### src/rtl/tcs_scan_controller.sv
// ---------------------------------------------------------------------------
// tcs_scan_controller
// Sequencer for a TCS3200-class colour sensor. Steps the filter select
// through red, blue, clear, green; for each filter it waits a settle window
// and then counts sensor rising edges over a fixed gate window. The four
// counts and their saturation flags are published together after each scan.
//
// Ports:
//   clk, rst      system clock, synchronous active-high reset
//   start         begin one scan (honoured in IDLE only)
//   cont          restart automatically after each scan (latched at scan start)
//   scale         frequency-scale value for S0/S1 (latched at scan start)
//   sensor        asynchronous sensor frequency output
//   s0s1, s2s3    scale pins / filter select (00 r, 01 b, 10 c, 11 g)
//   oe_n          sensor output enable, active low
//   cnt_r/b/c/g   counts of the last completed scan
//   ovf           saturation flags {g,c,b,r} of the last completed scan
//   busy          high while settling or gating
//   done          one-cycle pulse when the result registers update
// ---------------------------------------------------------------------------
module tcs_scan_controller #(
    parameter int unsigned GATE_CYCLES   = 100000,
    parameter int unsigned SETTLE_CYCLES = 1000,
    parameter int unsigned CNT_W         = 16
) (
    input  logic             clk,
    input  logic             rst,
    input  logic             start,
    input  logic             cont,
    input  logic [1:0]       scale,
    input  logic             sensor,
    output logic [1:0]       s0s1,
    output logic [1:0]       s2s3,
    output logic             oe_n,
    output logic [CNT_W-1:0] cnt_r,
    output logic [CNT_W-1:0] cnt_b,
    output logic [CNT_W-1:0] cnt_c,
    output logic [CNT_W-1:0] cnt_g,
    output logic [3:0]       ovf,
    output logic             busy,
    output logic             done
);

    localparam int unsigned MAX_CYC = (GATE_CYCLES > SETTLE_CYCLES) ? GATE_CYCLES : SETTLE_CYCLES;
    localparam int unsigned TMR_W   = (MAX_CYC > 1) ? $clog2(MAX_CYC) : 1;
    localparam logic [TMR_W-1:0] SETTLE_LAST = TMR_W'(SETTLE_CYCLES - 1);
    localparam logic [TMR_W-1:0] GATE_LAST   = TMR_W'(GATE_CYCLES - 1);
    localparam logic [CNT_W-1:0] ACC_MAX     = '1;
    localparam logic [1:0]       CH_GREEN    = 2'b11;

    typedef enum logic [1:0] {IDLE, SETTLE, GATE, DONE} state_t;

    state_t           state;
    state_t           state_nxt;
    logic [TMR_W-1:0] tmr;
    logic [TMR_W-1:0] tmr_nxt;
    logic             cont_q;

    logic             sync1;
    logic             sync2;
    logic             sync_prev;
    logic             edge_p;

    logic [CNT_W-1:0] acc;
    logic [CNT_W-1:0] acc_sum;
    logic             acc_hit;
    logic             ovf_hit;
    logic [CNT_W-1:0] sh_r;
    logic [CNT_W-1:0] sh_b;
    logic [CNT_W-1:0] sh_c;
    logic [3:0]       ovf_sh;
    logic [3:0]       ovf_now;

    logic             busy_nxt;
    logic             oe_n_nxt;
    logic             done_nxt;
    logic             scan_begin;
    logic             in_gate;
    logic             gate_end;

    // Sensor synchroniser and rising-edge pulse (3 cycles of latency)
    always_ff @(posedge clk) begin
        if (rst) begin
            sync1     <= 1'b0;
            sync2     <= 1'b0;
            sync_prev <= 1'b0;
            edge_p    <= 1'b0;
        end else begin
            sync1     <= sensor;
            sync2     <= sync1;
            sync_prev <= sync2;
            edge_p    <= sync2 & ~sync_prev;
        end
    end

    // State register
    always_ff @(posedge clk) begin
        if (rst) begin
            state <= IDLE;
        end else begin
            state <= state_nxt;
        end
    end

    // Next-state logic
    always_comb begin
        state_nxt = state;
        unique case (state)
            IDLE:    if (start) state_nxt = SETTLE;
            SETTLE:  if (tmr == SETTLE_LAST) state_nxt = GATE;
            GATE:    if (tmr == GATE_LAST) state_nxt = (s2s3 == CH_GREEN) ? DONE : SETTLE;
            DONE:    state_nxt = cont_q ? SETTLE : IDLE;
            default: state_nxt = IDLE;
        endcase
    end

    // Control strobes and next values of the registered status outputs
    always_comb begin
        busy_nxt   = 1'b0;
        oe_n_nxt   = 1'b1;
        done_nxt   = 1'b0;
        tmr_nxt    = '0;
        scan_begin = 1'b0;
        in_gate    = 1'b0;
        gate_end   = 1'b0;

        busy_nxt   = (state_nxt == SETTLE) || (state_nxt == GATE);
        oe_n_nxt   = (state_nxt == IDLE);
        done_nxt   = (state_nxt == DONE);
        scan_begin = ((state == IDLE) && start) || ((state == DONE) && cont_q);
        in_gate    = (state == GATE);
        gate_end   = in_gate && (tmr == GATE_LAST);
        // Timer restarts on every state change so each window starts at 0
        if (((state == SETTLE) || (state == GATE)) && (state_nxt == state)) begin
            tmr_nxt = tmr + TMR_W'(1);
        end
    end

    // Saturating accumulator; ovf marks an edge that arrived at full scale
    always_comb begin
        acc_hit = in_gate && edge_p;
        ovf_hit = acc_hit && (acc == ACC_MAX);
        acc_sum = acc;
        if (acc_hit && !ovf_hit) begin
            acc_sum = acc + CNT_W'(1);
        end
        ovf_now = ovf_sh | (4'(ovf_hit) << s2s3);
    end

    // Datapath and output registers
    always_ff @(posedge clk) begin
        if (rst) begin
            tmr    <= '0;
            cont_q <= 1'b0;
            s0s1   <= 2'b00;
            s2s3   <= 2'b00;
            acc    <= '0;
            sh_r   <= '0;
            sh_b   <= '0;
            sh_c   <= '0;
            ovf_sh <= 4'b0000;
            cnt_r  <= '0;
            cnt_b  <= '0;
            cnt_c  <= '0;
            cnt_g  <= '0;
            ovf    <= 4'b0000;
            busy   <= 1'b0;
            oe_n   <= 1'b1;
            done   <= 1'b0;
        end else begin
            tmr  <= tmr_nxt;
            busy <= busy_nxt;
            oe_n <= oe_n_nxt;
            done <= done_nxt;

            if (scan_begin) begin
                s0s1   <= scale;
                cont_q <= cont;
                s2s3   <= 2'b00;
                acc    <= '0;
                ovf_sh <= 4'b0000;
            end else if (gate_end) begin
                acc    <= '0;
                ovf_sh <= ovf_now;
                unique case (s2s3)
                    2'b00:   sh_r <= acc_sum;
                    2'b01:   sh_b <= acc_sum;
                    2'b10:   sh_c <= acc_sum;
                    default: ;
                endcase
                if (s2s3 != CH_GREEN) begin
                    s2s3 <= s2s3 + 2'(1);
                end else begin
                    // Publish on entry to DONE so results coincide with the done pulse;
                    // green is taken straight from the accumulator
                    cnt_r <= sh_r;
                    cnt_b <= sh_b;
                    cnt_c <= sh_c;
                    cnt_g <= acc_sum;
                    ovf   <= ovf_now;
                end
            end else if (in_gate) begin
                acc    <= acc_sum;
                ovf_sh <= ovf_now;
            end
        end
    end

endmodule

### config.mk
export PLATFORM = sky130hd
export DESIGN_NAME = tcs_scan_controller
export DESIGN_NICKNAME = d
export VERILOG_FILES = /design/src/rtl/tcs_scan_controller.sv
export SDC_FILE = /design/constraint.sdc
export NUM_CORES = 1
export LEC_CHECK = 0
export BUFFER_PORTS_ARGS = -buffer_cell sky130_fd_sc_hd__buf_2
export CAP_MARGIN = 20
export CORE_MARGIN = 5
export CORE_UTILIZATION = 57
export DETAILED_ROUTE_END_ITERATION = 10
export GPL_TIMING_DRIVEN = 0
export PLACE_DENSITY = 0.78
export SYNTH_ARGS = -nofsm -noshare
export SYNTH_HDL_FRONTEND = slang
export SYNTH_SLANG_ARGS = --single-unit
### constraint.sdc
create_clock -name clk -period 2.6 [get_ports clk]
set_clock_uncertainty 0.15 [all_clocks]
set_input_delay 0.52 -clock clk [delete_from_list [all_inputs] [get_ports clk]]
set_output_delay 0.52 -clock clk [all_outputs]
set_load 0.02 [all_outputs]
# After elaboration in Yosys (flattened, before gate mapping)
# Index checks and enable logic that the tools add are counted.
# word_totals
output_inout_bits	75
ff_bits	167
in_bits	7
# op_classes
n_addsub	3
bitwise	6
reduce_logical	23
shift	1
n_eq_ne	14
n_mux	9
# ops
operator	n
17-bit by 1-bit adder with 17-bit output, second input constant	1
17-bit by 10-bit equality test with 1-bit output, second input constant	1
17-bit equality test, second input constant	1
16-bit by 1-bit adder with 16-bit output, second input constant	1
16-bit equality test, second input constant	1
16-bit two-way mux	1
2-bit equality test, second input constant	6
3-bit AND reduction	4
2-bit two-way mux	4
4-bit two-way mux	2
2-bit case mux with 4 select lines	1
1-bit logical AND	7
2-bit by 1-bit equality test with 1-bit output, second input constant	3
2-bit zero test	3
1-bit NOT	4
4-bit OR	1
2-bit OR reduction	2
1-bit by 2-bit left shift with 4-bit output	1
1-bit logical OR	3
3-bit OR reduction	1
2-bit by 1-bit adder with 2-bit output, second input constant	1
2-bit equality test	1
2-bit != test, second input constant	1
2-bit AND reduction	1
other kinds (4)	4

# Depth between registers and ports, before layout
# Gate-level depths: netlist of the first run.
# depth
word_depth	8
depth_mapped	10

# Worst setup path before layout of the first run
# No wires, ideal clock.
# synth_path
kind	reg-to-reg
start	register tmr[0]
end	register busy
path_stages_with_launch	9
n_path_buf	0
required_time_ns	2.322
synth_period_minus_slack_ns	2.335
path_slack_ns	0.265
arrival_ns	2.057
cell_sequence	dfxtp_1 > ha_1 > or4bb_1 > nor4_1 > nor3_1 > nor3_2 > inv_1 > ha_1 > nor2b_1
# synth_between
elab_chain_cells	5
word_cells_on_any_way	8
cone_classes	eq/ne: 4; mux: 3; reduce/logical: 1
# synth_lines
item	line	source
from (decl)	55	logic [TMR_W-1:0] tmr;
from (signal assigned)	171	tmr <= tmr_nxt;
17-bit equality test or 17-bit by 10-bit equality test with 1-bit output (tied branches)	111, 110	
2-bit two-way mux, on equally long branches	111, 110	
2-bit case mux with 4 select lines *	108	unique case (state)
named net state_nxt[0]	54	state_t state_nxt;
2-bit by 1-bit equality test with 1-bit output or 2-bit equality test (tied branches)	127	busy_nxt = (state_nxt == SETTLE) || (state_nxt == GATE);
1-bit logical OR *	127	
named net busy_nxt	74	logic busy_nxt;
to (signal assigned)	172	busy <= busy_nxt;
to (decl)	40	output logic busy,
# The timed path passes the listed nets; every way through them passes the cells marked *.
# A chain may end at the register's enable or synchronous reset.

# Worst setup path after layout of the first run
# Same ends and word-level chain as after synthesis.

==> results of run 1 <==
==> worst max-delay path, stage by stage (launching register included) <==
cell	delay, ns
sky130_fd_sc_hd__dfxtp_4	0.36
sky130_fd_sc_hd__ha_4	0.16
sky130_fd_sc_hd__or4bb_4	0.56
sky130_fd_sc_hd__nor4_4	0.30
sky130_fd_sc_hd__nor3_1	0.10
sky130_fd_sc_hd__nor3_2	0.26
sky130_fd_sc_hd__inv_1	0.07
sky130_fd_sc_hd__ha_1	0.28
sky130_fd_sc_hd__nor2b_1	0.13
==> layout by cell type (no fill, tap or decap), drive strengths merged, types with 3 or more instances in the layout <==
cell	Yosys	final
xor2	9	9
o21ai	8	8
nand3	14	14
buf	25	109
clkinv	0	3
a31oi	6	6
clkbuf	18	41
inv	13	14
nor2	96	96
nor2b	11	11
xnor2	16	16
a21oi	61	61
ha	13	13
nand2	140	140
o22ai	12	12
nor3	17	17
a211oi	43	43
a41oi	4	4
mux2i	14	14
nand4	9	9
and2	5	5
dfxtp	167	167
and4b	3	3
or2	4	4
nor4	5	5
and3	6	6
nand2b	3	3
==> through the flow <==
stage	total power (uW)	TNS (ns)	std cells	worst slack, ns	hold WS [ns]
CTS	5200	-0.0879	1010	-0.0447	0.161
global placement	2790	-4.57	978	-0.0968	0.225
floorplan	2740	0	754	0.265	0.217
finish	5190	0	1011	0.0990	0.167
detailed placement	2790	-7.44	978	-0.149	0.240
global route	5340	-0.171	1011	-0.0522	0.164
==> cells in the mapped netlist, types with 2 or more instances <==
cell and instances:
sky130_fd_sc_hd__dfxtp_1 167, sky130_fd_sc_hd__nand2_1 140, sky130_fd_sc_hd__nor2_1 96, sky130_fd_sc_hd__a21oi_1 61, sky130_fd_sc_hd__a211oi_1 43, sky130_fd_sc_hd__clkbuf_1 18
sky130_fd_sc_hd__xnor2_1 16, sky130_fd_sc_hd__nor3_1 15, sky130_fd_sc_hd__mux2i_1 14, sky130_fd_sc_hd__nand3_1 14, sky130_fd_sc_hd__buf_2 13, sky130_fd_sc_hd__ha_1 13
sky130_fd_sc_hd__inv_1 13, sky130_fd_sc_hd__o22ai_1 12, sky130_fd_sc_hd__nor2b_1 11, sky130_fd_sc_hd__xor2_1 9, sky130_fd_sc_hd__o21ai_0 8, sky130_fd_sc_hd__a31oi_1 6
sky130_fd_sc_hd__and3_1 6, sky130_fd_sc_hd__nand4_1 6, sky130_fd_sc_hd__and2_1 5, sky130_fd_sc_hd__a41oi_1 4, sky130_fd_sc_hd__and4b_1 3, sky130_fd_sc_hd__buf_1 3
sky130_fd_sc_hd__buf_4 3, sky130_fd_sc_hd__buf_6 3, sky130_fd_sc_hd__buf_8 3, sky130_fd_sc_hd__nand2b_1 3, sky130_fd_sc_hd__nand4_2 3, sky130_fd_sc_hd__nor4_1 3
sky130_fd_sc_hd__a21o_1 2, sky130_fd_sc_hd__and4_1 2, sky130_fd_sc_hd__mux2_2 2, sky130_fd_sc_hd__nand4b_2 2, sky130_fd_sc_hd__nor3b_1 2, sky130_fd_sc_hd__nor4b_1 2
sky130_fd_sc_hd__or2_2 2, sky130_fd_sc_hd__or4_1 2
==> layout make-up <==
cell class / count / area, um2 / area share, %
Buffer: 42 / 246 / 3.06
Sequential cell: 167 / 3350 / 41.7
Timing Repair Buffer: 85 / 435 / 5.41
Multi-Input combinational cell: 531 / 3210 / 39.9
Inverter: 13 / 48.8 / 0.606
Tap cell: 143 / 179 / 2.22
Clock buffer: 23 / 478 / 5.94
Clock inverter: 7 / 95.1 / 1.18
==> worst max-delay path by stage <==
stage,end,slack [ns],cells past startpoint
after floorplan,busy,0.27,8
after global placement,cnt_c[3],-0.1,9
after detailed placement,cnt_b[15],-0.15,9
after CTS,sh_b[11],-0.04,8
after global routing,busy,-0.05,8
final,busy,0.1,8
==> repair_timing <==
| action | 4_1_cts | 5_1_grt |
|---|---|---|
| gates resized for setup | 11 | 29 |
| endpoints found under the setup margin | 90 | 130 |
| pin swaps | 1 | 3 |
| setup buffers | 3 | 1 |
==> logic make-up after synthesis <==
logic type	synth area share (%)
buffers and inverters	4.40
muxes	2.44
xor gates and xnor gates	3.28
and+or+nand+nor	23.0
DFF	50.1
adders and majority gates	2.44
AOI/OAI and AO/OA	14.4
==> state kept, by name, indices dropped and copies added (netlist names) <==
| register | count |
|---|---|
| cnt_g | 16 |
| sh_r | 16 |
| state | 2 |
| cnt_r | 16 |
| busy | 1 |
| s2s3 | 2 |
| cont_q | 1 |
| cnt_b | 16 |
| tmr | 17 |
| ovf | 4 |
| sh_b | 16 |
| s0s1 | 2 |
| sync1 | 1 |
| sync2 | 1 |
| cnt_c | 16 |
| acc | 16 |
| ovf_sh | 4 |
| edge_p | 1 |
| oe_n | 1 |
| sh_c | 16 |
| sync_prev | 1 |
| done | 1 |
==> metal layers <==
metal,part of all wire [%],GRT usage [%],up-vias,wire length [um]
met4,1.9,6.67,0,329
li1,-,-,2815,-
met1,42,32.2,2754,7440
met2,49,41.6,220,8640
met5,0,0,-,0
met3,7.4,6.40,30,1310
==> power groups by stage <==
stage                     clock network (uW)  registers, uW  logic (uW)
after global routing                    2580           2580         179
after global placement                     0           2640         149
after floorplan                            0           2640        99.6
final                                   2450           2580         159
after detailed placement                   0           2640         154
after CTS                               2460           2580         157
==> results_tabular.tex, run 1 <==
\begin{tabular}{lr}
\hline
Metric & Value \\
\hline
\multicolumn{2}{l}{\textbf{Floorplanning}} \\
\quad Die Outline Area & 14000 um2 \\
\quad Initial Utilization & 58.2\% \\
\quad Vertical die dimension & 118 um \\
\quad Horizontal die dimension & 118 um \\
\quad Area of the core & 11500 um2 \\
\quad IO Pins & 82 \\
\quad Number of standard-cell rows in the floorplan & 39 \\
\multicolumn{2}{l}{\textbf{Pwr}} \\
\quad Portion of total power attributed to sequential cells & 49.7\% \\
\quad Static Leak & 0.00300 uW \\
\quad Portion of total power attributed to the clock network & 47.2\% \\
\quad Combinational power share & 3.1\% \\
\quad Peak supply drop & 0.000585 V \\
\quad Int Power & 4100 uW \\
\quad Cell Pwr Density & 646 nW/um2 \\
\quad Switching power & 1090 uW \\
\quad Switching part of the total power & 21.0\% \\
\multicolumn{2}{l}{\textbf{Worst setup path}} \\
\quad Launch instance of the worst register-to-register path & tmr[0] \\
\quad Worst endpoint required time & 2.75 ns \\
\quad CP Launch Type & flip-flop \\
\quad R2R cell count & 8 \\
\quad Top fanout value on the critical path & 5 \\
\quad Worst setup path class & reg -> reg \\
\quad Worst R2R End & busy \\
\quad Worst reg2reg setup slack & 0.1 ns \\
\quad CP startpoint & tmr[0] \\
\quad Sort of element at the end of the critical path & flip-flop \\
\quad Arrival time reported for the critical path endpoint & 2.65 ns \\
\multicolumn{2}{l}{\textbf{Finish}} \\
\quad Number of fill cells in the layout & 873 \\
\quad Ant. Diodes & 0 \\
\quad Growth of design area from synthesis to finish & 20.5\% \\
\quad Fraction of layout cells with a size suffix above 1 & 21.1\% \\
\quad Number of nets in the layout & 877 \\
\quad Final non-filler cell area & 8050 um2 \\
\quad Final Util & 70.2\% \\
\multicolumn{2}{l}{\textbf{Global route}} \\
\quad Antenna violations before repair & 0 \\
\quad Global-route wire length before repair & 28400 um \\
\quad Total routing resource utilization after global routing & 24.9\% \\
\quad Largest net degree at the start of global routing & 17 \\
\quad Number of global-route vias before repair & 5605 \\
\quad Total congestion overflow after global routing & 0 \\
\multicolumn{2}{l}{\textbf{Logic synthesis}} \\
\quad \#FFs+latches synth & 167 \\
\quad Sequential share of the synthesized area & 50.1\% \\
\quad Synthesis warning total & 0 \\
\quad Post-synthesis instance area & 6680 um2 \\
\quad EDFF count, synth & 0 \\
\quad Number of distinct library cells after synthesis & 62 \\
\quad Cell type contributing the most total cell area after synthesis & sky130\_fd\_sc\_hd\_\_dfxtp\_1 \\
\quad Most used flip-flop cell after synthesis & sky130\_fd\_sc\_hd\_\_dfxtp\_1 \\
\quad Synth area leaders & sky130\_fd\_sc\_hd\_\_dfxtp\_1, sky130\_fd\_sc\_hd\_\_nand2\_1, sky130\_fd\_sc\_hd\_\_nor2\_1, sky130\_fd\_sc\_hd\_\_a211oi\_1, sky130\_fd\_sc\_hd\_\_a21oi\_1 \\
\quad Fraction of synthesized cell area taken by the top area cell type & 50.1\% \\
\quad Post-Synthesis Mean Instance Area & 8.85 um2 \\
\quad Synthesized net count & 774 \\
\quad Share of synthesized flip-flops with an asynchronous set or reset & 0\% \\
\quad Cells after synthesis & 754 \\
\multicolumn{2}{l}{\textbf{Hold path}} \\
\quad HP Start & sensor \\
\quad Class of the tightest hold or removal check & in -> reg \\
\quad Number of cells traversed by the worst hold path & 2 \\
\quad Min-Delay Endpoint & sync1 \\
\multicolumn{2}{l}{\textbf{CTS}} \\
\quad Insertion delay of the later-clocked pin in the worst-skew pair & 0.42 ns \\
\quad TritonCTS clock tree & done \\
\quad Number of sinks on the clock net & 167 \\
\quad CTS Hold Buffers Added & 0 \\
\quad Htree depth & 4 \\
\quad Worst-case clock buffer depth & 2 \\
\quad CTS root buf & sky130\_fd\_sc\_hd\_\_clkbuf\_16 \\
\quad Number of CTS-inserted buffers & 17 \\
\quad Post-CTS clock slew at the launch and capture registers of the worst setup and hold paths & 0.06 ns \\
\multicolumn{2}{l}{\textbf{Timing}} \\
\quad Hold Violations, Final & 0 \\
\quad Normalized max-slew margin & 48.0\% \\
\quad Slew at the pin closest to its max-slew limit & 0.780 ns \\
\quad Post-route clock period utilization & 96.2\% \\
\quad Unrepaired setup endpoints after global routing & true \\
\quad Peak Freq & 400 MHz \\
\quad Final Max Tran Viols & 0 \\
\quad Setup Viol. Count Final & 0 \\
\quad Final Critical Period & 2.50 ns \\
\multicolumn{2}{l}{\textbf{Route}} \\
\quad Number of detailed-route iterations in the first pass & 5 \\
\quad Via Count & 5819 \\
\quad Routed wire length per instance & 17.5 um \\
\quad Vias/cell & 5.76 \\
\quad Drt initial violations & 538 \\
\quad Total Routed Length & 17700 um \\
\quad Post-route DRC violation count & 0 \\
\quad Residual antenna-violating net count after detailed routing & 0 \\
\multicolumn{2}{l}{\textbf{Run status}} \\
\quad Run status & finished clean \\
\multicolumn{2}{l}{\textbf{Placement}} \\
\quad \# port buffers & 81 \\
\quad Placed standard-cell area & 7260 um2 \\
\quad HPWL after DPL & 12500 um \\
\quad Final weighted congestion in routability-driven placement & 0.864 \\
\multicolumn{2}{l}{\textbf{Flow run}} \\
\quad Max-Cap Viols & 0 \\
\hline
\end{tabular}
No activity file was read; power rests on OpenSTA's default activity.
==> run 2, diff against run 1 <==
--- a/config.mk
+++ b/config.mk
@@ -5,13 +5,14 @@
 export SDC_FILE = /design/constraint.sdc
 export NUM_CORES = 1
 export LEC_CHECK = 0
+export ABC_AREA = 1
 export BUFFER_PORTS_ARGS = -buffer_cell sky130_fd_sc_hd__buf_2
 export CAP_MARGIN = 20
 export CORE_MARGIN = 5
-export CORE_UTILIZATION = 57
+export CORE_UTILIZATION = 50
 export DETAILED_ROUTE_END_ITERATION = 10
 export GPL_TIMING_DRIVEN = 0
-export PLACE_DENSITY = 0.78
+export PLACE_DENSITY = 0.7
 export SYNTH_ARGS = -nofsm -noshare
 export SYNTH_HDL_FRONTEND = slang
 export SYNTH_SLANG_ARGS = --single-unit
==> results_tabular.tex, run 2 <==
\begin{tabular}{lr}
\hline
Metric & Value \\
\hline
\multicolumn{2}{l}{\textbf{Floorplanning}} \\
\quad Vertical die dimension & 125 um \\
\quad IO Pins & 82 \\
\quad Die Outline Area & 15700 um2 \\
\quad Number of standard-cell rows in the floorplan & 42 \\
\quad Area of the core & 13100 um2 \\
\quad Horizontal die dimension & 125 um \\
\quad Initial Utilization & 50.6\% \\
\multicolumn{2}{l}{\textbf{Logic synthesis}} \\
\quad Fraction of synthesized cell area taken by the top area cell type & 50.3\% \\
\quad Share of synthesized flip-flops with an asynchronous set or reset & 0\% \\
\quad Most used flip-flop cell after synthesis & sky130\_fd\_sc\_hd\_\_dfxtp\_1 \\
\quad Post-synthesis instance area & 6640 um2 \\
\quad Number of distinct library cells after synthesis & 34 \\
\quad Synthesis warning total & 0 \\
\quad \#FFs+latches synth & 167 \\
\quad Post-Synthesis Mean Instance Area & 7.93 um2 \\
\quad Synth area leaders & sky130\_fd\_sc\_hd\_\_dfxtp\_1, sky130\_fd\_sc\_hd\_\_nor2\_1, sky130\_fd\_sc\_hd\_\_o21ai\_0, sky130\_fd\_sc\_hd\_\_inv\_1, sky130\_fd\_sc\_hd\_\_a21oi\_1 \\
\quad EDFF count, synth & 0 \\
\quad Leading cell types by count after synthesis & sky130\_fd\_sc\_hd\_\_nor2\_1, sky130\_fd\_sc\_hd\_\_dfxtp\_1, sky130\_fd\_sc\_hd\_\_o21ai\_0, sky130\_fd\_sc\_hd\_\_inv\_1, sky130\_fd\_sc\_hd\_\_nand2\_1 \\
\quad Cell type contributing the most total cell area after synthesis & sky130\_fd\_sc\_hd\_\_dfxtp\_1 \\
\quad Sequential share of the synthesized area & 50.3\% \\
\quad Synthesized net count & 857 \\
\quad Top-count cell post-synth & sky130\_fd\_sc\_hd\_\_nor2\_1 \\
\quad Cells after synthesis & 837 \\
\multicolumn{2}{l}{\textbf{Placement}} \\
\quad Pre-CTS setup slack & 0.145 ns \\
\quad \# port buffers & 81 \\
\quad Final weighted congestion in routability-driven placement & 0.865 \\
\quad HPWL after DPL & 11500 um \\
\multicolumn{2}{l}{\textbf{Route}} \\
\quad DR WL met2 & 7460 um \\
\quad Routed wire length per instance & 14.5 um \\
\quad Via Count & 5682 \\
\quad Total Routed Length & 16400 um \\
\quad Met3 wire length & 1020 um \\
\quad WL met1 & 7600 um \\
\quad Residual antenna-violating net count after detailed routing & 0 \\
\quad Number of detailed-route iterations in the first pass & 5 \\
\quad Vias/cell & 5.05 \\
\quad Post-route DRC violation count & 0 \\
\quad Drt initial violations & 584 \\
\quad Uppermost routed layer & met4 \\
\multicolumn{2}{l}{\textbf{Worst setup path}} \\
\quad Worst endpoint required time & 2.74 ns \\
\quad Top fanout value on the critical path & 7 \\
\quad Sort of element at the end of the critical path & flip-flop \\
\quad CP Launch Type & flip-flop \\
\quad Arrival time reported for the critical path endpoint & 2.50 ns \\
\quad Worst setup path class & reg -> reg \\
\quad R2R cell count & 8 \\
\multicolumn{2}{l}{\textbf{Global route}} \\
\quad Number of global-route vias before repair & 5140 \\
\quad Total routing resource utilization after global routing & 21.1\% \\
\quad Antenna violations before repair & 0 \\
\quad Largest net degree at the start of global routing & 17 \\
\quad Global-route wire length before repair & 26400 um \\
\quad Total congestion overflow after global routing & 0 \\
\multicolumn{2}{l}{\textbf{Run status}} \\
\quad Run status & finished clean \\
\multicolumn{2}{l}{\textbf{CTS}} \\
\quad Number of CTS-inserted buffers & 17 \\
\quad CTS Hold Buffers Added & 0 \\
\quad Cells resized by post-CTS repair & 0 \\
\quad Worst-case clock buffer depth & 2 \\
\quad Post-CTS clock slew at the launch and capture registers of the worst setup and hold paths & 0.06 ns \\
\quad Buffer count from post-CTS setup fixing & 0 \\
\quad Htree depth & 4 \\
\quad TritonCTS clock tree & done \\
\quad Insertion delay of the later-clocked pin in the worst-skew pair & 0.43 ns \\
\quad Number of sinks on the clock net & 167 \\
\quad CTS root buf & sky130\_fd\_sc\_hd\_\_clkbuf\_16 \\
\multicolumn{2}{l}{\textbf{Finish}} \\
\quad Reg area & 3340 um2 \\
\quad Ant. Diodes & 0 \\
\quad Multi-input logic area & 2810 um2 \\
\quad Commonest non-fill, non-tap cell in the layout & sky130\_fd\_sc\_hd\_\_nor2\_1 \\
\quad Top reg by flops & tmr \\
\quad Number of fill cells in the layout & 1182 \\
\quad Growth of design area from synthesis to finish & 19.4\% \\
\quad Number of nets in the layout & 957 \\
\quad Fraction of layout cells with a size suffix above 1 & 18.4\% \\
\quad Max FFs per register & 17 \\
\quad Most used cells in the layout excluding fill and tap cells & sky130\_fd\_sc\_hd\_\_nor2\_1, sky130\_fd\_sc\_hd\_\_dfxtp\_1, sky130\_fd\_sc\_hd\_\_o21ai\_0, sky130\_fd\_sc\_hd\_\_buf\_2, sky130\_fd\_sc\_hd\_\_inv\_1 \\
\multicolumn{2}{l}{\textbf{Timing}} \\
\quad Setup tns final & 0 ns \\
\quad Slew at the pin closest to its max-slew limit & 0.724 ns \\
\quad Final Critical Period & 2.36 ns \\
\quad Unrepaired setup endpoints after global routing & false \\
\quad Final Max Tran Viols & 0 \\
\quad Hold Violations, Final & 0 \\
\quad Peak Freq & 424 MHz \\
\quad Setup Viol. Count Final & 0 \\
\quad Post-route clock period utilization & 90.7\% \\
\quad Normalized max-slew margin & 51.4\% \\
\quad Post-layout worst setup margin & 0.242 ns \\
\multicolumn{2}{l}{\textbf{Hold path}} \\
\quad Number of cells traversed by the worst hold path & 3 \\
\quad Class of the tightest hold or removal check & in -> reg \\
\multicolumn{2}{l}{\textbf{Flow run}} \\
\quad Max-Cap Viols & 0 \\
\multicolumn{2}{l}{\textbf{Pwr}} \\
\quad Static Leak & 0.00364 uW \\
\quad Peak supply drop & 0.000620 V \\
\quad Cell Pwr Density & 751 nW/um2 \\
\hline
\end{tabular}
run 2: final cells by class:
| cell class | instances | share of cell area, % |
|---|---|---|
| plain buffers | 40 | 2.83 |
| clock buffers | 23 | 6.41 |
| clock inverters | 9 | 1.74 |
| inverters | 75 | 3.55 |
| multi-input cells | 555 | 35.4 |
| flip-flops and latches | 167 | 42.2 |
| well taps | 176 | 2.78 |
| repair buffers | 81 | 5.11 |
run 2: final timing paths:
| path | from | end | slack [ns] |
|---|---|---|---|
| max | state[0] | sh_b[8] | 0.24 |
| min | sensor | sync1 | 0.14 |
| max reg2reg | state[0] | sh_b[8] | 0.24 |
| min reg2reg | sync_prev | edge_p | 0.24 |
run 2: kinds of logic (layout without fill, tap and decap cells):
group                    after synthesis  after routing  synth area share, %
AO/OA/AOI/OAI                        183            183                 14.1
flip-flops                           167            167                 50.3
buffers and inverters                115            228                 7.61
multiplexers                           1              1                0.151
XOR/XNOR                              31             31                 4.31
adder cells (fa/ha/maj)               13             13                 2.45
AND/OR/NAND/NOR                      327            327                 21.1
run 2: stage by stage:
| stage | util, % | power [uW] | area [um2] | hold slack (ns) | cells |
|---|---|---|---|---|---|
| 2_1_floorplan | - | 3160 | 6640 | 0.223 | 837 |
| 3_3_place_gp | 55.3 | 3300 | 7270 | 0.227 | 1094 |
| 3_5_place_dp | 55.3 | 3320 | 7270 | 0.239 | 1094 |
| 4_1_cts | 60.2 | 5990 | 7910 | 0.131 | 1126 |
| 5_1_grt | 60.3 | 6200 | 7930 | 0.141 | 1126 |
| 6_report | 60.3 | 5950 | 7930 | 0.137 | 1126 |
run 2: power breakdown:
group | total, uW | internal, uW | leakage, uW | switching (uW)
clock network | 2690 | 1670 | 0.000316 | 1010
registers | 2650 | 2620 | 0.00135 | 37.1
logic | 610 | 189 | 0.00197 | 421
total | 5950 | 4480 | 0.00364 | 1470
run 2: routing by layer:
metal	up-vias	global-route usage, %
li1	2884	-
met4	0	6.82
met1	2614	28.2
met5	-	0
met3	24	5.54
met2	160	33.4
run 2: worst max-delay path: stages, from the launching register on:
cell	delay [ns]
sky130_fd_sc_hd__dfxtp_1	0.36
sky130_fd_sc_hd__inv_1	0.15
sky130_fd_sc_hd__ha_1	0.31
sky130_fd_sc_hd__nand2_1	0.13
sky130_fd_sc_hd__nor2_2	0.22
sky130_fd_sc_hd__inv_2	0.10
sky130_fd_sc_hd__or2_1	0.25
sky130_fd_sc_hd__xor2_2	0.40
sky130_fd_sc_hd__a21oi_1	0.14
